$ cat config.mk
export PLATFORM = sky130hd
export DESIGN_NAME = lms_frame_ctrl_flat
export DESIGN_NICKNAME = d
export VERILOG_FILES = /design/src/rtl/lms_ctrl_pkg.sv /design/src/rtl/lms_frame_ctrl_if.sv /design/src/rtl/lms_gap_timer.sv /design/src/rtl/lms_frame_ctrl.sv /design/src/flat_wrapper.sv
export SDC_FILE = /design/constraint.sdc
export NUM_CORES = 1
export LEC_CHECK = 0
export BUFFER_PORTS_ARGS = -buffer_cell sky130_fd_sc_hd__buf_2
export CORE_MARGIN = 2
export CORE_UTILIZATION = 25
export CTS_CLUSTER_DIAMETER = 40
export DETAILED_ROUTE_END_ITERATION = 8
export PLACE_DENSITY = 0.55
export RECOVER_POWER = 25
export SLEW_MARGIN = 20
export SYNTH_ARGS = -nofsm -noshare
export SYNTH_HDL_FRONTEND = slang
export SYNTH_SLANG_ARGS = --single-unit
$ cat constraint.sdc
create_clock -name clk -period 3.05 [get_ports clk]
set_clock_uncertainty 0.05 [all_clocks]
set_input_delay 0.4575 -clock clk [delete_from_list [all_inputs] [get_ports clk]]
set_output_delay 0.4575 -clock clk [all_outputs]
set_load 0.02 [all_outputs]
$ cat src/rtl/lms_ctrl_pkg.sv
// Shared types and default parameters for the LMS frame sequencer.
// Optional gap-timeout build switch: LMS_FRAME_CTRL_TIMEOUT_EN.
package lms_ctrl_pkg;

    localparam int              DW_DEF      = 14;
    localparam int              NTAPS_DEF   = 32;
    localparam logic [13:0]     HEADER_DEF  = 14'h0FFF;
    localparam int              GAP_MAX_DEF = 2048;
    localparam int              TAP_W       = $clog2(NTAPS_DEF);

    typedef enum logic [2:0] {
        ST_IDLE   = 3'd0,
        ST_WAIT_X = 3'd1,
        ST_WAIT_D = 3'd2,
        ST_CLR    = 3'd3,
        ST_FILTER = 3'd4,
        ST_ERR    = 3'd5,
        ST_UPDATE = 3'd6
    } state_t;

endpackage

$ cat src/rtl/lms_frame_ctrl_if.sv
// Word-stream input and datapath control bundle of the LMS frame sequencer.
interface lms_frame_ctrl_if #(
    parameter int DW    = 14,
    parameter int NTAPS = 32
);
    localparam int TW = $clog2(NTAPS);

    logic           word_vld;
    logic [DW-1:0]  word_data;
    logic [DW-1:0]  x_out;
    logic [DW-1:0]  d_out;
    logic [TW-1:0]  tap_idx;
    logic           mac_clr;
    logic           mac_en;
    logic           err_en;
    logic           upd_en;
    logic           head_flag;
    logic           busy;
    logic           frame_err;
    logic [15:0]    frame_cnt;

    modport master (
        output word_vld, word_data,
        input  x_out, d_out, tap_idx, mac_clr, mac_en, err_en, upd_en,
               head_flag, busy, frame_err, frame_cnt
    );

    modport slave (
        input  word_vld, word_data,
        output x_out, d_out, tap_idx, mac_clr, mac_en, err_en, upd_en,
               head_flag, busy, frame_err, frame_cnt
    );
endinterface

$ cat src/rtl/lms_gap_timer.sv
// Inter-word gap counter: reloads on load, counts while enabled, flags expiry
// on the GAP_MAX-th consecutive enabled cycle without a reload.
import lms_ctrl_pkg::*;

module lms_gap_timer #(
    parameter int GAP_MAX = GAP_MAX_DEF
) (
    input  logic clk,
    input  logic rst,
    input  logic load,
    input  logic en,
    output logic expired
);
    localparam int            CW   = $clog2(GAP_MAX);
    localparam logic [CW-1:0] LAST = CW'(GAP_MAX - 1);
    localparam logic [CW-1:0] ONE  = CW'(1);

    logic [CW-1:0] cnt_r;

    assign expired = en && !load && (cnt_r == LAST);

    // Idle-cycle counter, saturating at the expiry value.
    always_ff @(posedge clk) begin
        if (rst) begin
            cnt_r <= {CW{1'b0}};
        end else if (load) begin
            cnt_r <= {CW{1'b0}};
        end else if (en && (cnt_r != LAST)) begin
            cnt_r <= cnt_r + ONE;
        end else begin
            cnt_r <= cnt_r;
        end
    end
endmodule

$ cat src/rtl/lms_frame_ctrl.sv
// Frame parser and MAC/error/update sequencer for a 32-tap LMS filter datapath.
// Build switch LMS_FRAME_CTRL_TIMEOUT_EN enables the inter-word gap timeout.
import lms_ctrl_pkg::*;

module lms_frame_ctrl #(
    parameter int          DW     = DW_DEF,
    parameter int          NTAPS  = NTAPS_DEF,
    parameter logic [13:0] HEADER = HEADER_DEF
`ifdef LMS_FRAME_CTRL_TIMEOUT_EN
    ,
    parameter int          GAP_MAX = GAP_MAX_DEF
`endif
) (
    input  logic            clk,
    input  logic            rst,
    lms_frame_ctrl_if.slave bus
);
    localparam int            TW       = $clog2(NTAPS);
    localparam logic [TW-1:0] TAP_ZERO = {TW{1'b0}};
    localparam logic [TW-1:0] TAP_ONE  = TW'(1);
    localparam logic [TW-1:0] TAP_LAST = TW'(NTAPS - 1);

    state_t          state_r;
    logic [DW-1:0]   x_r;
    logic [DW-1:0]   d_r;
    logic [TW-1:0]   tap_idx_r;
    logic            mac_clr_r;
    logic            mac_en_r;
    logic            err_en_r;
    logic            upd_en_r;
    logic            head_flag_r;
    logic            busy_r;
    logic            frame_err_r;
    logic [15:0]     frame_cnt_r;
    logic            hdr_s;
    logic            gap_exp_s;

    assign hdr_s = (bus.word_data == DW'(HEADER));

`ifdef LMS_FRAME_CTRL_TIMEOUT_EN
    logic wait_s;
    logic gap_load_s;

    assign wait_s     = (state_r == ST_WAIT_X) || (state_r == ST_WAIT_D);
    assign gap_load_s = !wait_s || bus.word_vld;

    lms_gap_timer #(.GAP_MAX(GAP_MAX)) u_gap_timer (
        .clk     (clk),
        .rst     (rst),
        .load    (gap_load_s),
        .en      (wait_s),
        .expired (gap_exp_s)
    );
`else
    assign gap_exp_s = 1'b0;
`endif

    assign bus.x_out     = x_r;
    assign bus.d_out     = d_r;
    assign bus.tap_idx   = tap_idx_r;
    assign bus.mac_clr   = mac_clr_r;
    assign bus.mac_en    = mac_en_r;
    assign bus.err_en    = err_en_r;
    assign bus.upd_en    = upd_en_r;
    assign bus.head_flag = head_flag_r;
    assign bus.busy      = busy_r;
    assign bus.frame_err = frame_err_r;
    assign bus.frame_cnt = frame_cnt_r;

    // Sequencer FSM; strobes default low and are raised alongside the state they belong to.
    always_ff @(posedge clk) begin
        if (rst) begin
            state_r     <= ST_IDLE;
            x_r         <= {DW{1'b0}};
            d_r         <= {DW{1'b0}};
            tap_idx_r   <= TAP_ZERO;
            mac_clr_r   <= 1'b0;
            mac_en_r    <= 1'b0;
            err_en_r    <= 1'b0;
            upd_en_r    <= 1'b0;
            head_flag_r <= 1'b0;
            busy_r      <= 1'b0;
            frame_err_r <= 1'b0;
            frame_cnt_r <= 16'd0;
        end else begin
            mac_clr_r   <= 1'b0;
            mac_en_r    <= 1'b0;
            err_en_r    <= 1'b0;
            upd_en_r    <= 1'b0;
            head_flag_r <= 1'b0;
            busy_r      <= 1'b0;
            frame_err_r <= 1'b0;
            tap_idx_r   <= TAP_ZERO;
            case (state_r)
                ST_IDLE: begin
                    if (bus.word_vld && hdr_s) begin
                        state_r <= ST_WAIT_X;
                    end else begin
                        state_r <= ST_IDLE;
                    end
                end
                ST_WAIT_X: begin
                    if (bus.word_vld && hdr_s) begin
                        frame_err_r <= 1'b1;
                        state_r     <= ST_WAIT_X;
                    end else if (bus.word_vld) begin
                        x_r     <= bus.word_data;
                        state_r <= ST_WAIT_D;
                    end else if (gap_exp_s) begin
                        frame_err_r <= 1'b1;
                        state_r     <= ST_IDLE;
                    end else begin
                        state_r <= ST_WAIT_X;
                    end
                end
                ST_WAIT_D: begin
                    if (bus.word_vld && hdr_s) begin
                        frame_err_r <= 1'b1;
                        state_r     <= ST_WAIT_X;
                    end else if (bus.word_vld) begin
                        d_r       <= bus.word_data;
                        mac_clr_r <= 1'b1;
                        busy_r    <= 1'b1;
                        state_r   <= ST_CLR;
                    end else if (gap_exp_s) begin
                        frame_err_r <= 1'b1;
                        state_r     <= ST_IDLE;
                    end else begin
                        state_r <= ST_WAIT_D;
                    end
                end
                ST_CLR: begin
                    frame_err_r <= bus.word_vld;
                    busy_r      <= 1'b1;
                    mac_en_r    <= 1'b1;
                    state_r     <= ST_FILTER;
                end
                ST_FILTER: begin
                    frame_err_r <= bus.word_vld;
                    busy_r      <= 1'b1;
                    if (tap_idx_r == TAP_LAST) begin
                        err_en_r <= 1'b1;
                        state_r  <= ST_ERR;
                    end else begin
                        mac_en_r  <= 1'b1;
                        tap_idx_r <= tap_idx_r + TAP_ONE;
                        state_r   <= ST_FILTER;
                    end
                end
                ST_ERR: begin
                    frame_err_r <= bus.word_vld;
                    busy_r      <= 1'b1;
                    upd_en_r    <= 1'b1;
                    head_flag_r <= 1'b1;
                    state_r     <= ST_UPDATE;
                end
                ST_UPDATE: begin
                    frame_err_r <= bus.word_vld;
                    if (tap_idx_r == TAP_LAST) begin
                        frame_cnt_r <= frame_cnt_r + 16'd1;
                        state_r     <= ST_IDLE;
                    end else begin
                        busy_r      <= 1'b1;
                        upd_en_r    <= 1'b1;
                        head_flag_r <= 1'b1;
                        tap_idx_r   <= tap_idx_r + TAP_ONE;
                        state_r     <= ST_UPDATE;
                    end
                end
                default: begin
                    state_r <= ST_IDLE;
                end
            endcase
        end
    end
endmodule

$ cat src/flat_wrapper.sv
// flat-port wrapper written by rule: the top's interface ports become plain ports
module lms_frame_ctrl_flat 
#(
    parameter int          DW     = DW_DEF,
    parameter int          NTAPS  = NTAPS_DEF,
    parameter logic [13:0] HEADER = HEADER_DEF

)
  (clk, rst, bus_word_vld, bus_word_data, bus_x_out, bus_d_out, bus_tap_idx, bus_mac_clr, bus_mac_en, bus_err_en, bus_upd_en, bus_head_flag, bus_busy, bus_frame_err, bus_frame_cnt);
  lms_frame_ctrl_if #(.DW(DW), .NTAPS(NTAPS)) bus_i ();
  input  logic clk;
  input  logic rst;
  input wire logic [$bits(bus_i.word_vld)-1:0] bus_word_vld;
  input wire logic [$bits(bus_i.word_data)-1:0] bus_word_data;
  output wire logic [$bits(bus_i.x_out)-1:0] bus_x_out;
  output wire logic [$bits(bus_i.d_out)-1:0] bus_d_out;
  output wire logic [$bits(bus_i.tap_idx)-1:0] bus_tap_idx;
  output wire logic [$bits(bus_i.mac_clr)-1:0] bus_mac_clr;
  output wire logic [$bits(bus_i.mac_en)-1:0] bus_mac_en;
  output wire logic [$bits(bus_i.err_en)-1:0] bus_err_en;
  output wire logic [$bits(bus_i.upd_en)-1:0] bus_upd_en;
  output wire logic [$bits(bus_i.head_flag)-1:0] bus_head_flag;
  output wire logic [$bits(bus_i.busy)-1:0] bus_busy;
  output wire logic [$bits(bus_i.frame_err)-1:0] bus_frame_err;
  output wire logic [$bits(bus_i.frame_cnt)-1:0] bus_frame_cnt;
  assign bus_i.word_vld = bus_word_vld;
  assign bus_i.word_data = bus_word_data;
  assign bus_x_out = bus_i.x_out;
  assign bus_d_out = bus_i.d_out;
  assign bus_tap_idx = bus_i.tap_idx;
  assign bus_mac_clr = bus_i.mac_clr;
  assign bus_mac_en = bus_i.mac_en;
  assign bus_err_en = bus_i.err_en;
  assign bus_upd_en = bus_i.upd_en;
  assign bus_head_flag = bus_i.head_flag;
  assign bus_busy = bus_i.busy;
  assign bus_frame_err = bus_i.frame_err;
  assign bus_frame_cnt = bus_i.frame_cnt;
  lms_frame_ctrl #(.DW(DW), .NTAPS(NTAPS), .HEADER(HEADER)) u_core (.clk(clk), .rst(rst), .bus(bus_i));
endmodule
### After elaboration in Yosys (flattened, before gate mapping)

Cells that the tools add are included.

* bitwise operators: 4
* reductions and logical operators: 12
* $add $sub $neg: 2
* mux-type cells: 17
* equality and inequality tests: 8

Operators with widths (count)
* one-hot mux 3 bit (7 select lines): 1
* adder 16 x 1 -> 16 bit (second input constant): 1
* equality test 14 x 12 -> 1 bit (second input constant): 1
* equality test 3 bit (second input constant): 3
* 2-to-1 mux 3 bit: 3
* 2-to-1 mux 1 bit: 8
* OR reduction 2 bit: 4
* equality test 3 x 2 -> 1 bit (second input constant): 2
* one-hot mux 1 bit (2 select lines): 3
* AND reduction 3 bit: 2
* OR reduction 3 bit: 2
* adder 5 x 1 -> 5 bit (second input constant): 1
* equality test 5 bit (second input constant): 1
* inverter 1 bit: 4
* OR reduction 4 bit: 1
* equality test 3 x 1 -> 1 bit (second input constant): 1
* zero test 3 bit: 1
* one-hot mux 1 bit (3 select lines): 1
* 2-to-1 mux 2 bit: 1
* AND reduction 2 bit: 1
* logical AND 1 bit: 1

* input port bits: 17
* register bits after elaboration: 58
* word-level logic and storage cells: 54

### Longest topological paths before layout

Gate-level depths: netlist of run 1.

* depth after elaboration: 4
* mapped depth: 8
* depth with buffers taken out: 7

### Worst setup path after synthesis of run 1

Ideal clock, no wire load.

* path type: reg-to-reg
* from: register u_core.tap_idx_r[0], in the netlist u_core.bus.tap_idx[0]
* to: register u_core.frame_cnt_r[15], in the netlist u_core.bus.frame_cnt[15]
* data required time: 2.929 ns
* cell stages (with the launch flop): 8
* library setup time: 0.071 ns
* setup slack: 0.628 ns
* arrival: 2.301 ns
* clock period less this slack: 2.422 ns
* path through: dfxtp_1 > ha_1 > and3_1 > ha_1 > nand4b_4 > or4b_4 > or3_1 > a21oi_1

* longest elaborated chain between the ends: 2

Ends and longest elaborated chain
* start: declaration: line lms_frame_ctrl.sv:26 `logic [TW-1:0] tap_idx_r;`
* start signal: assignment: line lms_frame_ctrl.sv:146 `tap_idx_r <= tap_idx_r + TAP_ONE;`
* start signal: assignment: line lms_frame_ctrl.sv:166 `tap_idx_r <= tap_idx_r + TAP_ONE;`
* equality test 5 bit: line lms_frame_ctrl.sv:159 `if (tap_idx_r == TAP_LAST) begin`
* AND reduction 2 bit (no line)
* end signal: assignment: line lms_frame_ctrl.sv:160 `frame_cnt_r <= frame_cnt_r + 16'd1;`
* end: declaration: line lms_frame_ctrl.sv:34 `logic [15:0] frame_cnt_r;`

Every way passes these cells.
A chain may end at the register's enable or synchronous reset.

### Worst setup path in the final report of run 1

Ends and elaborated chain as after synthesis.

==> tab_implementation.tex, run 1 <==
\begin{tabular}{lr}
\hline
Metric & Value \\
\hline
\multicolumn{2}{l}{\textbf{Drt}} \\
Wirelength, routed & 6639 microns \\
Iteration count of the initial detailed-routing pass & 4 \\
Vias per cell & 4.808 \\
Average wire per cell in the routed design & 13.72 microns \\
Routed via count & 2327 \\
DRC Markers & 0 \\
Number of nets with antenna violations after routing & 0 \\
Initial drt markers & 81 \\
\multicolumn{2}{l}{\textbf{Critical path}} \\
Endpoint arrival time on the critical path & 2.67 ns \\
Reg2Reg Capture Point & u\_core.bus.frame\_cnt[15] \\
Type of element launching the critical path & register \\
Number of cell instances on the worst register-to-register path & 7 \\
CP required & 3.26 ns \\
Critical-path cell list & ha\_1 > and3\_1 > ha\_1 > nand4b\_4 > or4b\_4 > or3\_1 > a21oi\_1 \\
Startpoint of the most critical register-to-register path & u\_core.bus.tap\_idx[0] \\
Worst-path fanout max & 8 \\
Cell repeated most along the worst path & ha\_1 \\
Delay of the slowest cell on the worst path & 0.60 ns \\
Master of the slowest instance on the critical path & or4b\_4 \\
Crit. End Element & register \\
Category of the most critical setup path & reg -> reg \\
Worst R2R Setup Slack & 0.59 ns \\
\multicolumn{2}{l}{\textbf{STA}} \\
Transition time of the tightest slew-check pin & 0.6112 ns \\
Fin. max-slew vios & 0 \\
Crit share post-route & 80.82\% \\
Final Hold Viols & 0 \\
Hold Worst Slack & 0.4021 ns \\
Worst setup slack after layout & 0.5851 ns \\
Final number of setup-violating endpoints & 0 \\
Min Tclk post-route & 2.465 ns \\
Setup repair after global routing missed its margin & no \\
Worst slew slack as a fraction of its limit & 59.25\% \\
Final setup TNS & 0 ns \\
Fmax & 405.7 MHz \\
\multicolumn{2}{l}{\textbf{Floorplanning}} \\
Std-Cell Core Area & 9729 sq um \\
Die area & 10780 sq um \\
Total number of placement rows & 36 \\
Die Wd & 103.8 microns \\
Starting density of the core & 25.60\% \\
Ports placed on the boundary & 73 \\
Die height & 103.8 microns \\
\multicolumn{2}{l}{\textbf{Synthesis}} \\
EDFF count, synth & 0 \\
Gate Count Post-Synth & 279 \\
Area share of the largest cell type after synthesis & 46.61\% \\
Post-Syn Nets & 299 \\
Synthesis-stage register bit count & 58 \\
Library cells used by synthesis & 41 \\
Cell area after technology mapping & 2491 sq um \\
Average cell area after synthesis & 8.929 sq um \\
Warnings from Yosys & 0 \\
Top flip-flop cell by instance count after synthesis & dfxtp\_1 \\
Largest area contributor in the netlist & dfxtp\_1 \\
Sequential share of the synthesized area & 46.61\% \\
Leading cell types by total area after synthesis & dfxtp\_1 (47\%), nor3\_1 (5.2\%), a31o\_1 (4.6\%) \\
Synth async-reset ratio & 0\% \\
\multicolumn{2}{l}{\textbf{Cells and area}} \\
Share of post-route cells with drive strength above 1 & 21.94\% \\
Area overhead of the layout relative to synthesis & 26.67\% \\
Final-stage net count & 366 \\
Antenna Diode Count & 0 \\
Finished Core Util & 32.43\% \\
Number of cells in the finished layout apart from fillers & 484 \\
\multicolumn{2}{l}{\textbf{GRT}} \\
M3 GR Usage & 5.223\% \\
Via count of the first global-routing pass & 2225 \\
Antenna violations before repair & 0 \\
Global routing's busiest layer & met2 \\
Fraction of met2 tracks used by global routing & 20.54\% \\
Largest net degree at the start of global routing & 38 \\
Total GRT Usage & 12.79\% \\
Final global-route overflow total & 0 \\
Global-route wire length before repair & 11190 microns \\
Met1 track utilization from global routing & 15.93\% \\
\multicolumn{2}{l}{\textbf{Job}} \\
MaxCap Viol Count & 0 \\
\multicolumn{2}{l}{\textbf{Clock tree}} \\
Deepest level of the CTS H-tree & 3 \\
Number of buffers inserted to repair setup after CTS & 0 \\
Number of clock sinks seen by CTS & 58 \\
Clock root buffer master & clkbuf\_8 \\
Hold-fix buffers at CTS & 0 \\
Post-cts resize count & 0 \\
TritonCTS clock tree & yes \\
Clock-pin slew of the registers on the worst-case setup and hold paths & 0.07 ns \\
Clock latency on the worst-skew pair & 0.33 ns \\
Number of buffers inserted during clock tree synthesis & 9 \\
Maximum clock insertion buffer count & 2 \\
\multicolumn{2}{l}{\textbf{Worst hold path}} \\
Instance count along the most critical hold path & 2 \\
Worst min-delay path endpoint & u\_core.bus.d\_out[3] \\
Tightest Hold Check Type & in -> reg \\
Min-Delay Startpoint & bus\_word\_data[3] \\
\multicolumn{2}{l}{\textbf{Place}} \\
Detailed placement HPWL & 4811 microns \\
Placer congestion estimate & 0.7820 \\
Dpl ws & 0.5926 ns \\
Number of buffer cells added on primary ports & 72 \\
Placed insts & 468 \\
\multicolumn{2}{l}{\textbf{Power and ir drop}} \\
Power density over the cells & 506.6 nW/um\^{}2 \\
Register share of total power & 47.4\% \\
Cell leakage power & 1.254 nW \\
Relative contribution of the clock network to total power & 49.9\% \\
Power share of the combinational group & 2.8\% \\
IR drop worst, VDD & 0.2262 mV \\
Sw power & 0.3471 mW \\
Internal power component & 1.251 mW \\
Switching share of total power & 21.71\% \\
\multicolumn{2}{l}{\textbf{Outcome}} \\
Run status & completed \\
\hline
\end{tabular}
==> routing by layer <==
layer  up-vias  wire, microns  share of wire (%)
met5         -              0                  0
met4         0             83                1.3
met3         8            435                6.6
met2        74           3074                 46
met1      1097           3046                 46
li1       1148              -                  -
==> critical path: cells and delay by family, from the launching register on <==
kind                       cells  cell delay, ns
and+or+nand+nor                4            1.30
DFF                            1            0.37
AOI/OAI and AO/OA              1            0.15
adders and majority gates      2            0.51
==> worst max path at each step <==
stage / startpoint / end / slack, ns / cells past startpoint
floorplan: u_core.bus.tap_idx[0] / u_core.bus.frame_cnt[15] / 0.63 / 7
global placement: u_core.bus.tap_idx[0] / u_core.bus.frame_cnt[13] / 0.66 / 7
detailed placement: u_core.bus.tap_idx[0] / u_core.bus.frame_cnt[15] / 0.59 / 7
CTS: u_core.bus.tap_idx[0] / u_core.bus.frame_cnt[15] / 0.58 / 7
global route: u_core.bus.tap_idx[0] / u_core.bus.frame_cnt[15] / 0.40 / 7
finish: u_core.bus.tap_idx[0] / u_core.bus.frame_cnt[15] / 0.59 / 7
==> per-stage QoR <==
step	power (mW)	area (sq um)
3_5_place_dp	0.8180	2963
4_1_cts	1.625	3191
5_1_grt	1.664	3156
3_3_place_gp	0.8169	2963
6_report	1.599	3156
2_1_floorplan	0.7955	2491
==> synth_stat cells (all sizes together) (2+ instances only) <==
cell type,number
and3,3
a31o,22
xnor2,7
nand4,7
clkbuf,12
and4,3
nor4,5
dfxtp,58
nand3,6
nand2,24
buf,5
inv,5
nor2b,3
ha,3
nand4b,5
o21ai,7
or3,5
o221a,2
nor3,26
nor2,29
xor2,5
a21oi,15
or4b,2
and2,5
nor4b,2
and4b,3
nand2b,5
==> kinds of logic (layout without fill, tap and decap cells) <==
| logic type | Yosys count | count (layout) | synth area share, % |
|---|---|---|---|
| AO/OA/AOI/OAI | 50 | 50 | 14.36 |
| XOR/XNOR | 12 | 12 | 4.219 |
| adder cells (fa/ha/maj) | 3 | 3 | 1.507 |
| buffers and inverters | 22 | 94 | 3.616 |
| flip-flops | 58 | 58 | 46.61 |
| multiplexers | 1 | 1 | 0.4018 |
| AND/OR/NAND/NOR | 133 | 133 | 29.28 |
==> flip-flops by register name, summed over array words and instances (netlist names) <==
register              cells
u_core.bus.mac_clr        1
u_core.bus.mac_en         1
u_core.bus.busy           1
u_core.bus.head_flag      1
u_core.bus.x_out         14
u_core.bus.d_out         14
u_core.bus.err_en         1
u_core.bus.frame_cnt     16
u_core.bus.frame_err      1
u_core.state_r            3
u_core.bus.tap_idx        5
==> power groups by stage <==
stage | registers, mW | logic [mW] | clock network, mW
floorplan | 0.774 | 0.0212 | 0
global placement | 0.774 | 0.0427 | 0
detailed placement | 0.774 | 0.0437 | 0
CTS | 0.757 | 0.0439 | 0.824
global route | 0.756 | 0.0491 | 0.858
finish | 0.757 | 0.0440 | 0.798
==> layout make-up <==
class                           instances  area (sq um)
Clock inverter                          6         90.09
Timing Repair Buffer                   73         332.8
Clock buffer                           10         137.6
Inverter                                5         18.77
Sequential cell                        58          1161
Tap cell                              133         166.4
Multi-Input combinational cell        199          1249
Fill cell                            1060          6574
==> layout by cell type, fill, tap and decap left out, drive strengths merged <==
master and count:
dfxtp 58, nor4 5, o21ai 7, nand4 7, ha 3, a31oi 1
a2bb2oi 1, clkinvlp 4, xnor2 7, a211o 1, nand2 24, bufinv 2
xor2 5, a31o 22, and2 5, and4b 3, nand2b 5, nor2b 3
nor3 26, or3 5, buf 45, nor2 29, nand3 6, inv 5
and4 3, a21oi 15, nor4b 2, clkbuf 38, mux2i 1, and3 3
nand4b 5, o41ai 1, or4b 2, o221a 2
Power figures use the tool's default switching activity.
==> run 2, diff against run 1 <==
--- a/config.mk
+++ b/config.mk
@@ -10,7 +10,7 @@
 export CORE_UTILIZATION = 25
 export CTS_CLUSTER_DIAMETER = 40
 export DETAILED_ROUTE_END_ITERATION = 8
-export PLACE_DENSITY = 0.55
+export PLACE_DENSITY = 0.56
 export RECOVER_POWER = 25
 export SLEW_MARGIN = 20
 export SYNTH_ARGS = -nofsm -noshare
==> constraint.sdc (replaced) <==
create_clock -name clk -period 2.25 [get_ports clk]
set_clock_uncertainty 0.05 [all_clocks]
set_input_delay 0.3375 -clock clk [delete_from_list [all_inputs] [get_ports clk]]
set_output_delay 0.3375 -clock clk [all_outputs]
set_load 0.02 [all_outputs]
==> tab_implementation.tex, run 2 (synthesis gave the netlist of run 1 again) <==
\begin{tabular}{lr}
\hline
Metric & Value \\
\hline
\multicolumn{2}{l}{\textbf{Worst hold path}} \\
Min-Delay Startpoint & bus\_word\_vld \\
Worst min-delay path endpoint & u\_core.bus.frame\_err \\
Instance count along the most critical hold path & 3 \\
Tightest Hold Check Type & in -> reg \\
\multicolumn{2}{l}{\textbf{Clock tree}} \\
Hold-fix buffers at CTS & 0 \\
Clock-pin slew of the registers on the worst-case setup and hold paths & 0.07 ns \\
Number of clock sinks seen by CTS & 58 \\
Deepest level of the CTS H-tree & 3 \\
Maximum clock insertion buffer count & 2 \\
Clock root buffer master & clkbuf\_8 \\
Clock latency on the worst-skew pair & 0.33 ns \\
TritonCTS clock tree & yes \\
Number of buffers inserted during clock tree synthesis & 9 \\
\multicolumn{2}{l}{\textbf{Critical path}} \\
Gate family responsible for the most delay along the worst path & simple AND/OR/NAND/NOR gates \\
Number of cell instances on the worst register-to-register path & 7 \\
Startpoint of the most critical register-to-register path & u\_core.bus.tap\_idx[0] \\
Critical-path cell list & ha\_1 > and3\_1 > ha\_4 > nand4b\_4 > or4b\_4 > or3\_1 > a21oi\_1 \\
Delay of the slowest cell on the worst path & 0.53 ns \\
Worst-path fanout max & 5 \\
Master of the slowest instance on the critical path & or4b\_4 \\
Type of element launching the critical path & register \\
Combined buffer and inverter count along the critical path & 0 \\
Reg2Reg Capture Point & u\_core.bus.frame\_cnt[15] \\
CP required & 2.46 ns \\
Setup crit start & u\_core.bus.tap\_idx[0] \\
Crit. End Element & register \\
Category of the most critical setup path & reg -> reg \\
Endpoint arrival time on the critical path & 2.37 ns \\
Worst R2R Setup Slack & 0.09 ns \\
\multicolumn{2}{l}{\textbf{Job}} \\
MaxCap Viol Count & 0 \\
\multicolumn{2}{l}{\textbf{Drt}} \\
Number of nets with antenna violations after routing & 0 \\
DRC Markers & 0 \\
Wirelength, routed & 6827 microns \\
Initial drt markers & 91 \\
Routed via count & 2400 \\
Iteration count of the initial detailed-routing pass & 4 \\
Vias per cell & 4.839 \\
Average wire per cell in the routed design & 13.76 microns \\
\multicolumn{2}{l}{\textbf{GRT}} \\
Final global-route overflow total & 0 \\
Global-route wire length before repair & 11470 microns \\
Largest net degree at the start of global routing & 34 \\
Antenna violations before repair & 0 \\
Total GRT Usage & 13.16\% \\
Via count of the first global-routing pass & 2302 \\
\multicolumn{2}{l}{\textbf{Cells and area}} \\
Finished Core Util & 33.68\% \\
Antenna Diode Count & 0 \\
Max reg flops & 16 \\
Number of cells in the finished layout apart from fillers & 496 \\
Most frequent cells in the layout & dfxtp\_1 (56), buf\_2 (45), nor2\_1 (29), clkbuf\_1 (29), nor3\_1 (26) \\
Area overhead of the layout relative to synthesis & 31.54\% \\
Share of post-route cells with drive strength above 1 & 25.62\% \\
Filler cells & 1077 \\
Final-stage net count & 378 \\
Most common library cell in the layout ignoring fill and taps & dfxtp\_1 \\
\multicolumn{2}{l}{\textbf{Place}} \\
Placed insts & 479 \\
Placer congestion estimate & 0.8022 \\
Detailed placement HPWL & 4982 microns \\
Number of buffer cells added on primary ports & 72 \\
\multicolumn{2}{l}{\textbf{Floorplanning}} \\
Die area & 10780 sq um \\
Ports placed on the boundary & 73 \\
Die Wd & 103.8 microns \\
Starting density of the core & 25.60\% \\
Std-Cell Core Area & 9729 sq um \\
Total number of placement rows & 36 \\
Die height & 103.8 microns \\
\multicolumn{2}{l}{\textbf{STA}} \\
Worst slew slack as a fraction of its limit & 61.54\% \\
Final number of setup-violating endpoints & 0 \\
Setup repair after global routing missed its margin & no \\
Min Tclk post-route & 2.163 ns \\
Crit share post-route & 96.12\% \\
Transition time of the tightest slew-check pin & 0.5756 ns \\
Fin. max-slew vios & 0 \\
Final setup TNS & 0 ns \\
Fmax & 462.4 MHz \\
Final Hold Viols & 0 \\
\multicolumn{2}{l}{\textbf{Outcome}} \\
Run status & completed \\
\multicolumn{2}{l}{\textbf{Power and ir drop}} \\
Power density over the cells & 681.2 nW/um\^{}2 \\
IR drop worst, VDD & 0.3572 mV \\
Cell leakage power & 1.329 nW \\
\hline
\end{tabular}
[run 2: cell type report]
type	instances	area [sq um]	area share (%)
clock inverters	5	102.6	3.131
repair buffers	85	424.2	12.94
multi-input cells	199	1270	38.76
flip-flops and latches	58	1164	35.51
clock buffers	11	131.4	4.009
inverters	5	18.77	0.5727
well taps	133	166.4	5.078
[run 2: power by group]
part | internal (mW) | switching (mW)
Clock | 0.735 | 0.409
Combinational | 0.0197 | 0.0427
Sequential | 1.03 | 0.00000680
Total | 1.78 | 0.451
[run 2: worst max path at each step]
stage	endpoint	slack [ns]	cells after the start
floorplan	u_core.bus.frame_cnt[15]	0.02	7
global placement	u_core.bus.frame_cnt[15]	0.12	7
detailed placement	u_core.bus.frame_cnt[15]	0.05	7
CTS	u_core.bus.frame_cnt[15]	0.02	7
global route	u_core.bus.frame_cnt[15]	0.006	7
finish	u_core.bus.frame_cnt[15]	0.09	7
[run 2: routing by layer]
layer | GRT usage [%] | up-vias | routed length (microns)
met1 | 15.87 | 1130 | 3029
met3 | 5.853 | 7 | 503
li1 | - | 1170 | -
met2 | 21.76 | 93 | 3252
met5 | 0 | - | 0
met4 | 2.606 | 0 | 42
[run 2: worst reg2reg max path: stages (launching register included)]
cell and delay, ns:
dfxtp_2 0.34, ha_1 0.19, and3_1 0.21, ha_4 0.15
nand4b_4 0.10, or4b_4 0.53, or3_1 0.36, a21oi_1 0.15
[run 2: repair_timing]
action / CTS / global route
setup endpoints to repair: 0 / 2
resized for setup: 0 / 2
setup buffers: 0 / 1
[run 2: metrics by stage]
stage	hold WS (ns)	total power [mW]	setup slack [ns]	cell area [sq um]
6_report	0.2694	2.232	0.08741	3277
5_1_grt	0.2603	2.330	0.005924	3277
4_1_cts	0.2490	2.269	0.02265	3294
3_5_place_dp	0.3740	1.112	0.05079	3060
3_3_place_gp	0.3609	1.111	0.1193	3060
2_1_floorplan	0.4237	1.078	0.01555	2506
==> run 3, diff against run 2 <==
--- a/config.mk
+++ b/config.mk
@@ -5,7 +5,8 @@
 export SDC_FILE = /design/constraint.sdc
 export NUM_CORES = 1
 export LEC_CHECK = 0
-export BUFFER_PORTS_ARGS = -buffer_cell sky130_fd_sc_hd__buf_2
+export ABC_CLOCK_PERIOD_IN_PS = 2250
+export BUFFER_PORTS_ARGS = -buffer_cell sky130_fd_sc_hd__buf_4
 export CORE_MARGIN = 2
 export CORE_UTILIZATION = 25
 export CTS_CLUSTER_DIAMETER = 40
==> tab_implementation.tex, run 3 (synthesis gave the netlist of run 1 again) <==
\begin{tabular}{lr}
\hline
Metric & Value \\
\hline
\multicolumn{2}{l}{\textbf{Outcome}} \\
Run status & completed \\
\multicolumn{2}{l}{\textbf{STA}} \\
Min Tclk post-route & 2.147 ns \\
Setup repair after global routing missed its margin & no \\
Worst setup slack after layout & 0.1034 ns \\
Final Hold Viols & 0 \\
Fin. max-slew vios & 0 \\
Final setup TNS & 0 ns \\
Final number of setup-violating endpoints & 0 \\
Worst slew slack as a fraction of its limit & 60.91\% \\
Crit share post-route & 95.41\% \\
Transition time of the tightest slew-check pin & 0.5855 ns \\
Fmax & 465.8 MHz \\
\multicolumn{2}{l}{\textbf{Worst hold path}} \\
Tightest Hold Check Type & in -> reg \\
Worst min-delay path endpoint & u\_core.bus.frame\_err \\
Min-Delay Startpoint & bus\_word\_vld \\
Instance count along the most critical hold path & 3 \\
\multicolumn{2}{l}{\textbf{Floorplanning}} \\
Ports placed on the boundary & 73 \\
Total number of placement rows & 36 \\
Starting density of the core & 25.60\% \\
Die height & 103.8 microns \\
Die area & 10780 sq um \\
Std-Cell Core Area & 9729 sq um \\
Die Wd & 103.8 microns \\
\multicolumn{2}{l}{\textbf{Power and ir drop}} \\
Power density over the cells & 580.8 nW/um\^{}2 \\
IR drop worst, VDD & 0.3513 mV \\
Cell leakage power & 1.290 nW \\
\multicolumn{2}{l}{\textbf{Clock tree}} \\
TritonCTS clock tree & yes \\
Number of clock sinks seen by CTS & 58 \\
Hold-fix buffers at CTS & 0 \\
Number of buffers inserted during clock tree synthesis & 9 \\
Maximum clock insertion buffer count & 2 \\
Number of buffers inserted to repair setup after CTS & 0 \\
Clock latency on the worst-skew pair & 0.33 ns \\
Clock-pin slew of the registers on the worst-case setup and hold paths & 0.06 ns \\
Clock root buffer master & clkbuf\_8 \\
Deepest level of the CTS H-tree & 3 \\
\multicolumn{2}{l}{\textbf{Critical path}} \\
CP required & 2.47 ns \\
Reg2Reg Capture Point & u\_core.bus.frame\_cnt[15] \\
Endpoint arrival time on the critical path & 2.36 ns \\
Category of the most critical setup path & reg -> reg \\
Crit. End Element & register \\
Number of cell instances on the worst register-to-register path & 7 \\
Worst-path fanout max & 5 \\
Type of element launching the critical path & register \\
Startpoint of the most critical register-to-register path & u\_core.bus.tap\_idx[0] \\
Worst R2R Setup Slack & 0.10 ns \\
\multicolumn{2}{l}{\textbf{Cells and area}} \\
Final-stage net count & 374 \\
Most frequent cells in the layout & dfxtp\_1 (56), buf\_4 (53), clkbuf\_1 (31) \\
Share of post-route cells with drive strength above 1 & 24.23\% \\
Area overhead of the layout relative to synthesis & 31.89\% \\
Max reg flops & 16 \\
Most common library cell in the layout ignoring fill and taps & dfxtp\_1 \\
Finished Core Util & 33.77\% \\
Antenna Diode Count & 0 \\
Number of cells in the finished layout apart from fillers & 492 \\
\multicolumn{2}{l}{\textbf{GRT}} \\
Largest net degree at the start of global routing & 38 \\
Via count of the first global-routing pass & 2255 \\
Antenna violations before repair & 0 \\
Final global-route overflow total & 0 \\
Total GRT Usage & 12.82\% \\
Global-route wire length before repair & 11160 microns \\
\multicolumn{2}{l}{\textbf{Drt}} \\
Routed via count & 2321 \\
Number of nets with antenna violations after routing & 0 \\
Wirelength, routed & 6752 microns \\
Average wire per cell in the routed design & 13.72 microns \\
Iteration count of the initial detailed-routing pass & 4 \\
DRC Markers & 0 \\
Vias per cell & 4.717 \\
Initial drt markers & 74 \\
\multicolumn{2}{l}{\textbf{Place}} \\
Detailed placement HPWL & 4878 microns \\
Dpl ws & 0.06800 ns \\
Number of buffer cells added on primary ports & 72 \\
Placer congestion estimate & 0.7570 \\
Placed insts & 476 \\
\multicolumn{2}{l}{\textbf{Job}} \\
MaxCap Viol Count & 0 \\
\hline
\end{tabular}
[run 3: repair_timing]
action | CTS | global route
endpoints found under the setup margin | 0 | 2
resized for setup | 0 | 2
hold endpoints to repair | 0 | 0
[run 3: critical path: stages, from the launching register on]
cell      delay, ns
dfxtp_2        0.35
ha_1           0.18
and3_1         0.20
ha_4           0.15
nand4b_4       0.10
or4b_4         0.53
or3_4          0.38
a21oi_2        0.13
[run 3: cell type report]
cell class              count  area, sq um
fillers                  1091         6444
clock inverters             3        15.01
flip-flops and latches     58         1164
inverters                   5        18.77
repair buffers             81        503.0
well taps                 133        166.4
clock buffers              13        148.9
multi-input cells         199         1270
[run 3: stage by stage]
| step | power, mW | cell area, sq um | hold slack, ns |
|---|---|---|---|
| global placement | 1.116 | 3218 | 0.3644 |
| global route | 2.003 | 3286 | 0.2476 |
| CTS | 1.942 | 3382 | 0.2353 |
| floorplan | 1.078 | 2506 | 0.4237 |
| finish | 1.908 | 3286 | 0.2442 |
| detailed placement | 1.117 | 3218 | 0.3765 |
[run 3: worst max path at each step]
stage                               start                  endpoint  slack (ns)  cells after the start
global route        u_core.bus.tap_idx[0]  u_core.bus.frame_cnt[15]        0.02                      7
CTS                 u_core.bus.tap_idx[0]  u_core.bus.frame_cnt[15]        0.05                      7
detailed placement  u_core.bus.tap_idx[0]  u_core.bus.frame_cnt[15]        0.07                      7
floorplan           u_core.bus.tap_idx[0]  u_core.bus.frame_cnt[15]        0.02                      7
global placement    u_core.bus.tap_idx[0]  u_core.bus.frame_cnt[15]        0.12                      7
finish              u_core.bus.tap_idx[0]  u_core.bus.frame_cnt[15]        0.10                      7
[run 3: per-layer routing]
layer / global-route usage, % / vias to the layer above / part of all wire (%)
met5: 0 / - / 0
li1: - / 1163 / -
met2: 19.88 / 76 / 46
met1: 16.16 / 1072 / 46
met3: 4.783 / 10 / 6.6
met4: 4.923 / 0 / 1.8
[run 3: power by group]
| group | internal [mW] | switching (mW) |
|---|---|---|
| registers | 1.03 | 0.00000666 |
| logic | 0.0255 | 0.0422 |
| clock network | 0.425 | 0.389 |
